### config.mk
export PLATFORM = sky130hd
export DESIGN_NAME = f_fetch_ctrl
export DESIGN_NICKNAME = d
export VERILOG_FILES = /design/src/rtl/f_fetch_ctrl.sv
export SDC_FILE = /design/constraint.sdc
export NUM_CORES = 1
export LEC_CHECK = 0
export ABC_CLOCK_PERIOD_IN_PS = 2200
export CORE_ASPECT_RATIO = 1.2
export CORE_UTILIZATION = 50
export CTS_CLUSTER_DIAMETER = 30
export DETAILED_ROUTE_END_ITERATION = 16
export PLACE_DENSITY = 0.88
export RECOVER_POWER = 50
export SYNTH_ARGS = -nofsm -noshare
export SYNTH_HDL_FRONTEND = slang
export SYNTH_SLANG_ARGS = --single-unit
### constraint.sdc
create_clock -name clk -period 2.2 [get_ports clk]
set_input_delay 0.33 -clock clk [delete_from_list [all_inputs] [get_ports clk]]
set_output_delay 0.33 -clock clk [all_outputs]
set_load 0.05 [all_outputs]
### src/rtl/f_fetch_ctrl.sv
`default_nettype none
// f_fetch_ctrl: fetch sequencer (PC control, single-outstanding IM handshake, F/D register with skid).
// Optional fetch address-error check enabled by defining F_FETCH_ADEL_EN.
module f_fetch_ctrl #(
  parameter logic [31:0] EXC_PC = 32'h00004180,
  parameter logic [31:0] PC_LO  = 32'h00003000,
  parameter logic [31:0] PC_HI  = 32'h00006ffc
) (
  input  logic        clk,
  input  logic        reset,
  input  logic [31:0] pc,
  input  logic        stall,
  input  logic        exc_req,
  input  logic        eret_req,
  input  logic [31:0] epc,
  input  logic        br_taken,
  input  logic [31:0] br_target,
  input  logic        im_ack,
  input  logic [31:0] im_rdata,
  output logic [31:0] npc,
  output logic        halt,
  output logic        req,
  output logic        im_req,
  output logic [31:0] im_addr,
  output logic [31:0] fd_instr,
  output logic [31:0] fd_pc,
  output logic        fd_valid,
  output logic        fd_exc_adel
);

`ifdef F_FETCH_ADEL_EN
  localparam logic ADEL_EN = 1'b1;
`else
  localparam logic ADEL_EN = 1'b0;
`endif

  typedef enum logic [1:0] {S_IDLE, S_FETCH, S_HOLD, S_DRAIN} state_t;

  state_t      state_q, state_d;
  logic [31:0] fd_instr_q, fd_instr_d;
  logic [31:0] fd_pc_q, fd_pc_d;
  logic        fd_valid_q, fd_valid_d;
  logic        fd_adel_q, fd_adel_d;
  logic [31:0] buf_instr_q, buf_instr_d;
  logic [31:0] buf_pc_q, buf_pc_d;
  logic        buf_adel_q, buf_adel_d;
  logic        pend_v_q, pend_v_d;
  logic [31:0] pend_tgt_q, pend_tgt_d;
  logic [31:0] drain_addr_q, drain_addr_d;
  logic        br_done_q, br_done_d;

  logic        flush, bad_addr, adel, comp, br_eff;
  logic [31:0] cap_instr;

  always_comb begin
    flush     = exc_req | eret_req;
    bad_addr  = (pc[1:0] != 2'b00) || (pc < PC_LO) || (pc > PC_HI);
    adel      = ADEL_EN && (state_q == S_FETCH) && bad_addr;
    comp      = (state_q == S_FETCH) && !flush && (im_ack || adel);
    // A branch already redirected while it sits stalled in D must not redirect twice.
    br_eff    = br_taken && !br_done_q;
    cap_instr = adel ? 32'h0 : im_rdata;
  end

  always_comb begin
    req     = exc_req;
    halt    = !(comp || (eret_req && !exc_req));
    im_req  = ((state_q == S_FETCH) && !adel) || (state_q == S_DRAIN);
    im_addr = (state_q == S_DRAIN) ? drain_addr_q : pc;
    if (exc_req)       npc = EXC_PC;
    else if (eret_req) npc = epc;
    else if (br_eff)   npc = br_target;
    else if (pend_v_q) npc = pend_tgt_q;
    else               npc = pc + 32'd4;
  end

  always_comb begin
    state_d      = state_q;
    fd_instr_d   = fd_instr_q;
    fd_pc_d      = fd_pc_q;
    fd_valid_d   = fd_valid_q;
    fd_adel_d    = fd_adel_q;
    buf_instr_d  = buf_instr_q;
    buf_pc_d     = buf_pc_q;
    buf_adel_d   = buf_adel_q;
    pend_v_d     = pend_v_q;
    pend_tgt_d   = pend_tgt_q;
    drain_addr_d = drain_addr_q;
    br_done_d    = stall && !flush && (br_done_q || (comp && (br_eff || pend_v_q)));

    case (state_q)
      S_IDLE:  state_d = S_FETCH;
      S_FETCH: begin
        if (flush) begin
          if (im_ack || adel) begin
            state_d = S_FETCH;
          end else begin
            state_d      = S_DRAIN;
            drain_addr_d = pc;
          end
        end else if (comp && stall) begin
          state_d = S_HOLD;
        end
      end
      S_HOLD:  if (flush || !stall) state_d = S_FETCH;
      S_DRAIN: if (im_ack) state_d = S_FETCH;
      default: state_d = S_IDLE;
    endcase

    if (flush) begin
      fd_valid_d = 1'b0;
      pend_v_d   = 1'b0;
      buf_instr_d = 32'h0;
      buf_pc_d    = 32'h0;
      buf_adel_d  = 1'b0;
    end else begin
      if (comp && stall) begin
        buf_instr_d = cap_instr;
        buf_pc_d    = pc;
        buf_adel_d  = adel;
      end else if (comp) begin
        fd_instr_d = cap_instr;
        fd_pc_d    = pc;
        fd_valid_d = 1'b1;
        fd_adel_d  = adel;
      end else if ((state_q == S_HOLD) && !stall) begin
        fd_instr_d = buf_instr_q;
        fd_pc_d    = buf_pc_q;
        fd_valid_d = 1'b1;
        fd_adel_d  = buf_adel_q;
      end else if (!stall) begin
        fd_valid_d = 1'b0;
      end

      if (comp) begin
        pend_v_d = 1'b0;
      end else if (br_eff) begin
        pend_v_d   = 1'b1;
        pend_tgt_d = br_target;
      end
    end
  end

  always_ff @(posedge clk or negedge reset) begin
    if (!reset) begin
      state_q      <= S_IDLE;
      fd_instr_q   <= 32'h0;
      fd_pc_q      <= 32'h0;
      fd_valid_q   <= 1'b0;
      fd_adel_q    <= 1'b0;
      buf_instr_q  <= 32'h0;
      buf_pc_q     <= 32'h0;
      buf_adel_q   <= 1'b0;
      pend_v_q     <= 1'b0;
      pend_tgt_q   <= 32'h0;
      drain_addr_q <= 32'h0;
      br_done_q    <= 1'b0;
    end else begin
      state_q      <= state_d;
      fd_instr_q   <= fd_instr_d;
      fd_pc_q      <= fd_pc_d;
      fd_valid_q   <= fd_valid_d;
      fd_adel_q    <= fd_adel_d;
      buf_instr_q  <= buf_instr_d;
      buf_pc_q     <= buf_pc_d;
      buf_adel_q   <= buf_adel_d;
      pend_v_q     <= pend_v_d;
      pend_tgt_q   <= pend_tgt_d;
      drain_addr_q <= drain_addr_d;
      br_done_q    <= br_done_d;
    end
  end

  assign fd_instr    = fd_instr_q;
  assign fd_pc       = fd_pc_q;
  assign fd_valid    = fd_valid_q;
  assign fd_exc_adel = fd_adel_q;

endmodule
`default_nettype wire

## After elaboration in Yosys (flattened, before gate mapping)

Cells that the tools add are included.

- Register bits after elaboration: 199
- Input bits: 135
- Output and inout port bits: 133
- Word-level logic and storage cells: 85

- Add/sub/neg operators: 1
- Equal/unequal tests: 8
- Multiplexer cells: 31
- Bitwise operators: 5
- Reduce and logical (&&, ||, !) cells: 28

Operator list:

| kind | count |
|---|---|
| $mux 32 | 13 |
| $add 32x3->32 const B | 1 |
| $mux 1 | 12 |
| $reduce_and 3->1 | 4 |
| $mux 2 | 5 |
| $logic_and 1x1->1 | 9 |
| $pmux 2 s4 | 1 |
| $ne 2x2->1 const B | 3 |
| $logic_not 1->1 | 5 |
| $logic_or 1x1->1 | 5 |
| $eq 2x2->1 const B | 2 |
| $ne 4x1->1 const B | 1 |
| $not 1->1 | 4 |
| $reduce_bool 2->1 | 2 |
| $ne 3x2->1 const B | 1 |
| $reduce_bool 3->1 | 1 |
| $eq 2x1->1 const B | 1 |
| $logic_not 2->1 | 1 |
| $reduce_and 2->1 | 1 |
| $or 1x1->1 | 1 |

## Depth between registers and ports, before layout

- Word-level depth: 8
- Depth in mapped cells: 9
- Gate-level depth less buffers: 6

## Worst setup path before layout

No wires, ideal clock.

- Path type: in2out
- Start: input port pc[8]
- End: output port npc[22]
- Data arrival time: 2462 ps
- Data required time: 1870 ps
- Slack: -592 ps
- Stages: 7
- Buffers on the path: 2
- Path through: clkbuf_8 -> and4_4 -> nand4_4 -> buf_6 -> nor3_2 -> xnor2_1 -> o32ai_1

- Word-level cells in the longest chain between the ends: 5

Ends and longest elaborated chain:

| item | RTL line | RTL |
|---|---|---|
| start: declaration | 11 | `input logic [31:0] pc,` |
| $add 32x3->32 | 74 | `else npc = pc + 32'd4;` |
| $mux 32 | 73 | `else if (pend_v_q) npc = pend_tgt_q;` |
| $mux 32 | 72 | `else if (br_eff) npc = br_target;` |
| $mux 32 | 71 | `else if (eret_req) npc = epc;` |
| $mux 32 | 70 | `if (exc_req) npc = EXC_PC;` |
| end: declaration | 20 | `output logic [31:0] npc,` |

No other way between the ends.

## Worst setup path in the final report

- Start: register br_done_q
- End: output port npc[14]

- Word-level cells in the longest chain between the ends: 5

Ends and longest elaborated chain:

| item | RTL line | RTL |
|---|---|---|
| start: declaration | 50 | `logic br_done_q, br_done_d;` |
| start signal: assignment | 170 | `br_done_q <= br_done_d;` |
| $logic_not 1->1 | 61 | `br_eff = br_taken && !br_done_q;` |
| $logic_and 1x1->1 | 61 |  |
| $mux 32 | 72 |  |
| $mux 32 | 71 |  |
| $mux 32 | 70 |  |

No other way between the ends.

==> impl_metrics.py <==
metrics = {
    "route": {
        "drcViolationCount": 0,
        "dr.first_iter.drc_count": 708,
        "drt-wirelength-per-cell_um": 21.6,
        "ant_nets": 0,
        "avgViaCountPerCell": 5.91,
        "routed_wl_mm": 36.0,
        "route.vias.total": 9865,
        "drt_first_pass_iters": 5,
    },
    "critical_path": {
        "worst-r2r-cell-count": 7,
        "beginning_of_the_worst_register_to_register_path": "br_done_q",
        "ws_path_type": "flop to output port",
        "cp.required_ps": 1870,
        "cp_max_fo": 6,
        "critPathArrivalTime_ps": 2150,
        "critPathLaunch": "br_done_q",
        "crit_path_start_kind": "flop",
        "end_kind": "output port",
    },
    "global_routing": {
        "antenna_found_initial": 0,
        "grtUsageMet2_pct": 52.6,
        "globalRouteMet1Util_pct": 39.3,
        "gr-total-overflow": 0,
        "grt_use_total_pct": 31.9,
        "globalRouteMet3Util_pct": 7.32,
        "gr-max-usage-layer": "met2",
        "grt_pass1_wl_mm": 53.3,
        "grt_pass1_vias": 9940,
        "grt_max_degree": 72,
    },
    "clock_network": {
        "cts_tree": "built",
        "tritoncts_num_sinks": 197,
        "clk_latency_ps": 430,
        "cts.reportedPaths.clkPinSlew_ps": 80,
        "clk_path_buf_depth": 2,
        "cts-buffers-inserted": 17,
        "root_buffer": "sky130_fd_sc_hd__clkbuf_16",
        "ctsHtreeMaxLevel": 4,
    },
    "layout": {
        "share_of_layout_cells_above_drive_strength_1_pct": 31.1,
        "antennaDiodeCount": 0,
        "nFillCells": 1186,
        "area_growth_syn_to_layout_pct": 52.6,
        "finish.net_count": 1527,
    },
    "synth": {
        "synth.top_cell.area_share_pct": 47.2,
        "ys_async_rst_share_pct": 100,
        "netlist_area_mm2": 0.0104,
        "synth_cells": 1068,
        "synth_top_flop_cell": "sky130_fd_sc_hd__dfrtp_1",
        "postSynthNetCount": 1204,
        "synth_enable_flop_cells": 0,
        "synth_area_per_cell_um2": 9.78,
        "synth_seq_area_share_pct": 47.2,
        "synthesis.yosys.warnings": 0,
        "netlist_top_cells_area": "sky130_fd_sc_hd__dfrtp_1 (47%), sky130_fd_sc_hd__nand2_1 (7.9%), sky130_fd_sc_hd__mux2_2 (7.3%)",
        "synth_cell_types": 60,
        "ys_seq_elements": 197,
        "post-synth-top-area-cell": "sky130_fd_sc_hd__dfrtp_1",
    },
    "worst_hold_path": {
        "worstHoldPathType": "primary input to flop",
        "hold_depth": 3,
        "worst_hold_startpoint": "pc[17]",
    },
    "sta": {
        "grt_setup_unrepaired": "true",
        "drv_slew": 61,
        "timing.clock.skew_ps": 16.0,
        "timing.fmax_ghz": 0.403,
        "setup_viol": 32,
        "post-route-period-util_pct": 113,
        "slew-limit-headroom_pct": -8.35,
        "layout_setup_ws_ps": -279,
        "report.final.hold_viol_count": 0,
        "tightestPinTransition_ps": 1630,
        "final_period_minus_worst_setup_slack_ps": 2480,
        "finalHoldWorstSlack_ps": 260,
    },
    "pwr": {
        "cellPowerDensity_mw_per_mm2": 691,
        "peak_vdd_ir_uv": 586,
        "fin_total_pwr_mw": 11.0,
        "leakage_power_nw": 7.16,
    },
    "status": {
        "violations": "max-capacitance violations, max-slew violations, negative setup slack",
        "outcome": "finished with violations",
    },
    "floorplanning": {
        "io-pin-count": 268,
        "dieArea_mm2": 0.0215,
        "initial_core_util_pct": 51.4,
        "die_x_um": 134,
        "design.core.area_mm2": 0.0203,
        "row_count": 57,
        "floorplan.die.height_um": 160,
    },
    "placed_design": {
        "gp_congestion": 0.852,
        "port_buffers": 266,
        "hpwlAfterDp_mm": 23.7,
    },
    "job": {
        "max_capacitance_violation_total": 1,
    },
}
cells by family (layout without fill, tap and decap cells):
group / count (synthesis) / count (layout) / synth area share, %
AO/OA/AOI/OAI: 208 / 208 / 11.8
XOR/XNOR: 19 / 19 / 1.59
adder cells (fa/ha/maj): 1 / 1 / 0.120
buffers and inverters: 115 / 450 / 6.45
flip-flops: 197 / 197 / 47.2
multiplexers: 160 / 160 / 16.5
other: 1 / 1 / 0.0359
AND/OR/NAND/NOR: 367 / 368 / 16.3
path summary, 6_finish.rpt:
check / endpoint / slack [ps]
setup / recovery: npc[14] / -280
min in group asynchronous: fd_instr[24] / 830
hold / removal: drain_addr_q[17] / 260
hold reg to reg: fd_instr[12] / 480
max in group asynchronous: drain_addr_q[8] / 250
setup reg to reg: pend_tgt_q[10] / 200
Yosys cell counts, types with 2 or more instances:
cell type / number
sky130_fd_sc_hd__and4_2: 3
sky130_fd_sc_hd__a211oi_1: 11
sky130_fd_sc_hd__dfrtp_1: 197
sky130_fd_sc_hd__o32ai_1: 2
sky130_fd_sc_hd__a21oi_1: 62
sky130_fd_sc_hd__nor3_1: 7
sky130_fd_sc_hd__nand2_1: 221
sky130_fd_sc_hd__and3_1: 4
sky130_fd_sc_hd__clkbuf_1: 33
sky130_fd_sc_hd__nand3_1: 51
sky130_fd_sc_hd__clkbuf_8: 10
sky130_fd_sc_hd__inv_1: 17
sky130_fd_sc_hd__a21o_1: 3
sky130_fd_sc_hd__buf_2: 29
sky130_fd_sc_hd__nor3_2: 3
sky130_fd_sc_hd__mux2i_1: 66
sky130_fd_sc_hd__a311oi_1: 2
sky130_fd_sc_hd__nor2_2: 2
sky130_fd_sc_hd__and3_2: 4
sky130_fd_sc_hd__o21ai_1: 3
sky130_fd_sc_hd__o21ai_0: 85
sky130_fd_sc_hd__and2_1: 3
sky130_fd_sc_hd__nor2b_1: 3
sky130_fd_sc_hd__clkbuf_2: 2
sky130_fd_sc_hd__nand4_1: 8
sky130_fd_sc_hd__or3_1: 10
sky130_fd_sc_hd__o22ai_1: 5
sky130_fd_sc_hd__and4_1: 2
sky130_fd_sc_hd__a221oi_1: 6
sky130_fd_sc_hd__a31oi_1: 3
sky130_fd_sc_hd__xnor2_1: 12
sky130_fd_sc_hd__buf_4: 8
sky130_fd_sc_hd__buf_1: 6
sky130_fd_sc_hd__o211ai_1: 13
sky130_fd_sc_hd__and4_4: 2
sky130_fd_sc_hd__nor4_1: 6
sky130_fd_sc_hd__nor4_2: 3
sky130_fd_sc_hd__a221oi_2: 3
sky130_fd_sc_hd__buf_6: 9
sky130_fd_sc_hd__nor2_1: 26
sky130_fd_sc_hd__mux2_1: 26
sky130_fd_sc_hd__o31a_2: 4
sky130_fd_sc_hd__nand2b_1: 3
sky130_fd_sc_hd__mux2_2: 68
sky130_fd_sc_hd__xor2_1: 7
metal layers:
| layer | up-vias | share of wire (%) |
|---|---|---|
| met5 | - | 0 |
| met4 | 0 | 4.8 |
| met1 | 4815 | 37 |
| li1 | 4355 | - |
| met2 | 566 | 50 |
| met3 | 129 | 8.0 |
timing repair:
action	4_1_cts	5_1_grt
hold buffers	1	0
setup buffers	10	9
gates resized for setup	122	87
pin swaps	28	30
endpoints found under the setup margin	33	65
endpoints found under the hold margin	58	0
gates cloned	2	4
placed cells by master, fill, tap and decap left out, types with 5 or more instances in the layout:
cell type                         instances
sky130_fd_sc_hd__o21ai_2                 10
sky130_fd_sc_hd__clkbuf_2                 8
sky130_fd_sc_hd__a211oi_2                 7
sky130_fd_sc_hd__mux2_2                  68
sky130_fd_sc_hd__buf_4                   98
sky130_fd_sc_hd__a21oi_1                 54
sky130_fd_sc_hd__mux2i_1                 66
sky130_fd_sc_hd__nor4_4                   6
sky130_fd_sc_hd__nor2_2                   7
sky130_fd_sc_hd__clkbuf_16               21
sky130_fd_sc_hd__inv_1                   16
sky130_fd_sc_hd__o21ai_0                 76
sky130_fd_sc_hd__clkdlybuf4s50_1        169
sky130_fd_sc_hd__nand2_1                216
sky130_fd_sc_hd__nand2_2                  5
sky130_fd_sc_hd__buf_6                   37
sky130_fd_sc_hd__buf_2                    6
sky130_fd_sc_hd__a21oi_2                  6
sky130_fd_sc_hd__xor2_1                   5
sky130_fd_sc_hd__mux2_1                  26
sky130_fd_sc_hd__nor2_1                  18
sky130_fd_sc_hd__xnor2_1                  9
sky130_fd_sc_hd__nand3_1                 46
sky130_fd_sc_hd__a221oi_4                 9
sky130_fd_sc_hd__or3_1                    9
sky130_fd_sc_hd__nor3_1                   5
sky130_fd_sc_hd__o211ai_1                13
sky130_fd_sc_hd__dfrtp_1                196
sky130_fd_sc_hd__dlygate4sd2_1            5
sky130_fd_sc_hd__nand4_1                  8
sky130_fd_sc_hd__and4_4                   5
sky130_fd_sc_hd__buf_12                  62
power by group:
group | leakage, nW | internal [mW] | switching, mW
combinational | 4.27 | 1.63 | 1.99
clock | 0.293 | 1.69 | 1.53
sequential | 2.60 | 3.97 | 0.197
total | 7.16 | 7.29 | 3.72
critical path: stages (launching register included):
cell and delay, ps:
sky130_fd_sc_hd__dfrtp_1 410, sky130_fd_sc_hd__nand2b_4 200, sky130_fd_sc_hd__buf_12 170, sky130_fd_sc_hd__buf_4 130
sky130_fd_sc_hd__o21ai_0 100, sky130_fd_sc_hd__a21oi_1 110, sky130_fd_sc_hd__a211oi_1 290, sky130_fd_sc_hd__a31oi_2 100
sky130_fd_sc_hd__buf_12 200
metrics by stage:
step / cells / utilization (%) / setup TNS (ps) / instance area, µm² / setup WS [ps]
floorplan: 1068 / - / -121 / 10700 / -76.6
global placement: 1611 / 71.7 / -10020 / 14600 / -576
detailed placement: 1611 / 71.7 / -10860 / 14600 / -580
CTS: 1656 / 76.8 / -3470 / 15600 / -181
global route: 1669 / 78.4 / -7740 / 15900 / -328
finish: 1669 / 78.4 / -5770 / 15900 / -279
state kept, by name (all words and copies together) (netlist names):
signal / cells
buf_instr_q: 32
buf_pc_q: 32
drain_addr_q: 32
fd_instr: 32
fd_pc: 32
pend_tgt_q: 32
state_q: 2
br_done_q: 1
fd_valid: 1
pend_v_q: 1
layout make-up:
cell class	count	area, µm²	area share (%)
Multi-Input combinational cell	757	5550	34.8
Sequential cell	197	4930	30.9
Timing Repair Buffer	401	4450	27.9
Clock buffer	19	453	2.84
Tap cell	265	332	2.08
Clock inverter	13	160	1.01
Inverter	17	63.8	0.401
No activity file was read; power rests on OpenSTA's default activity.
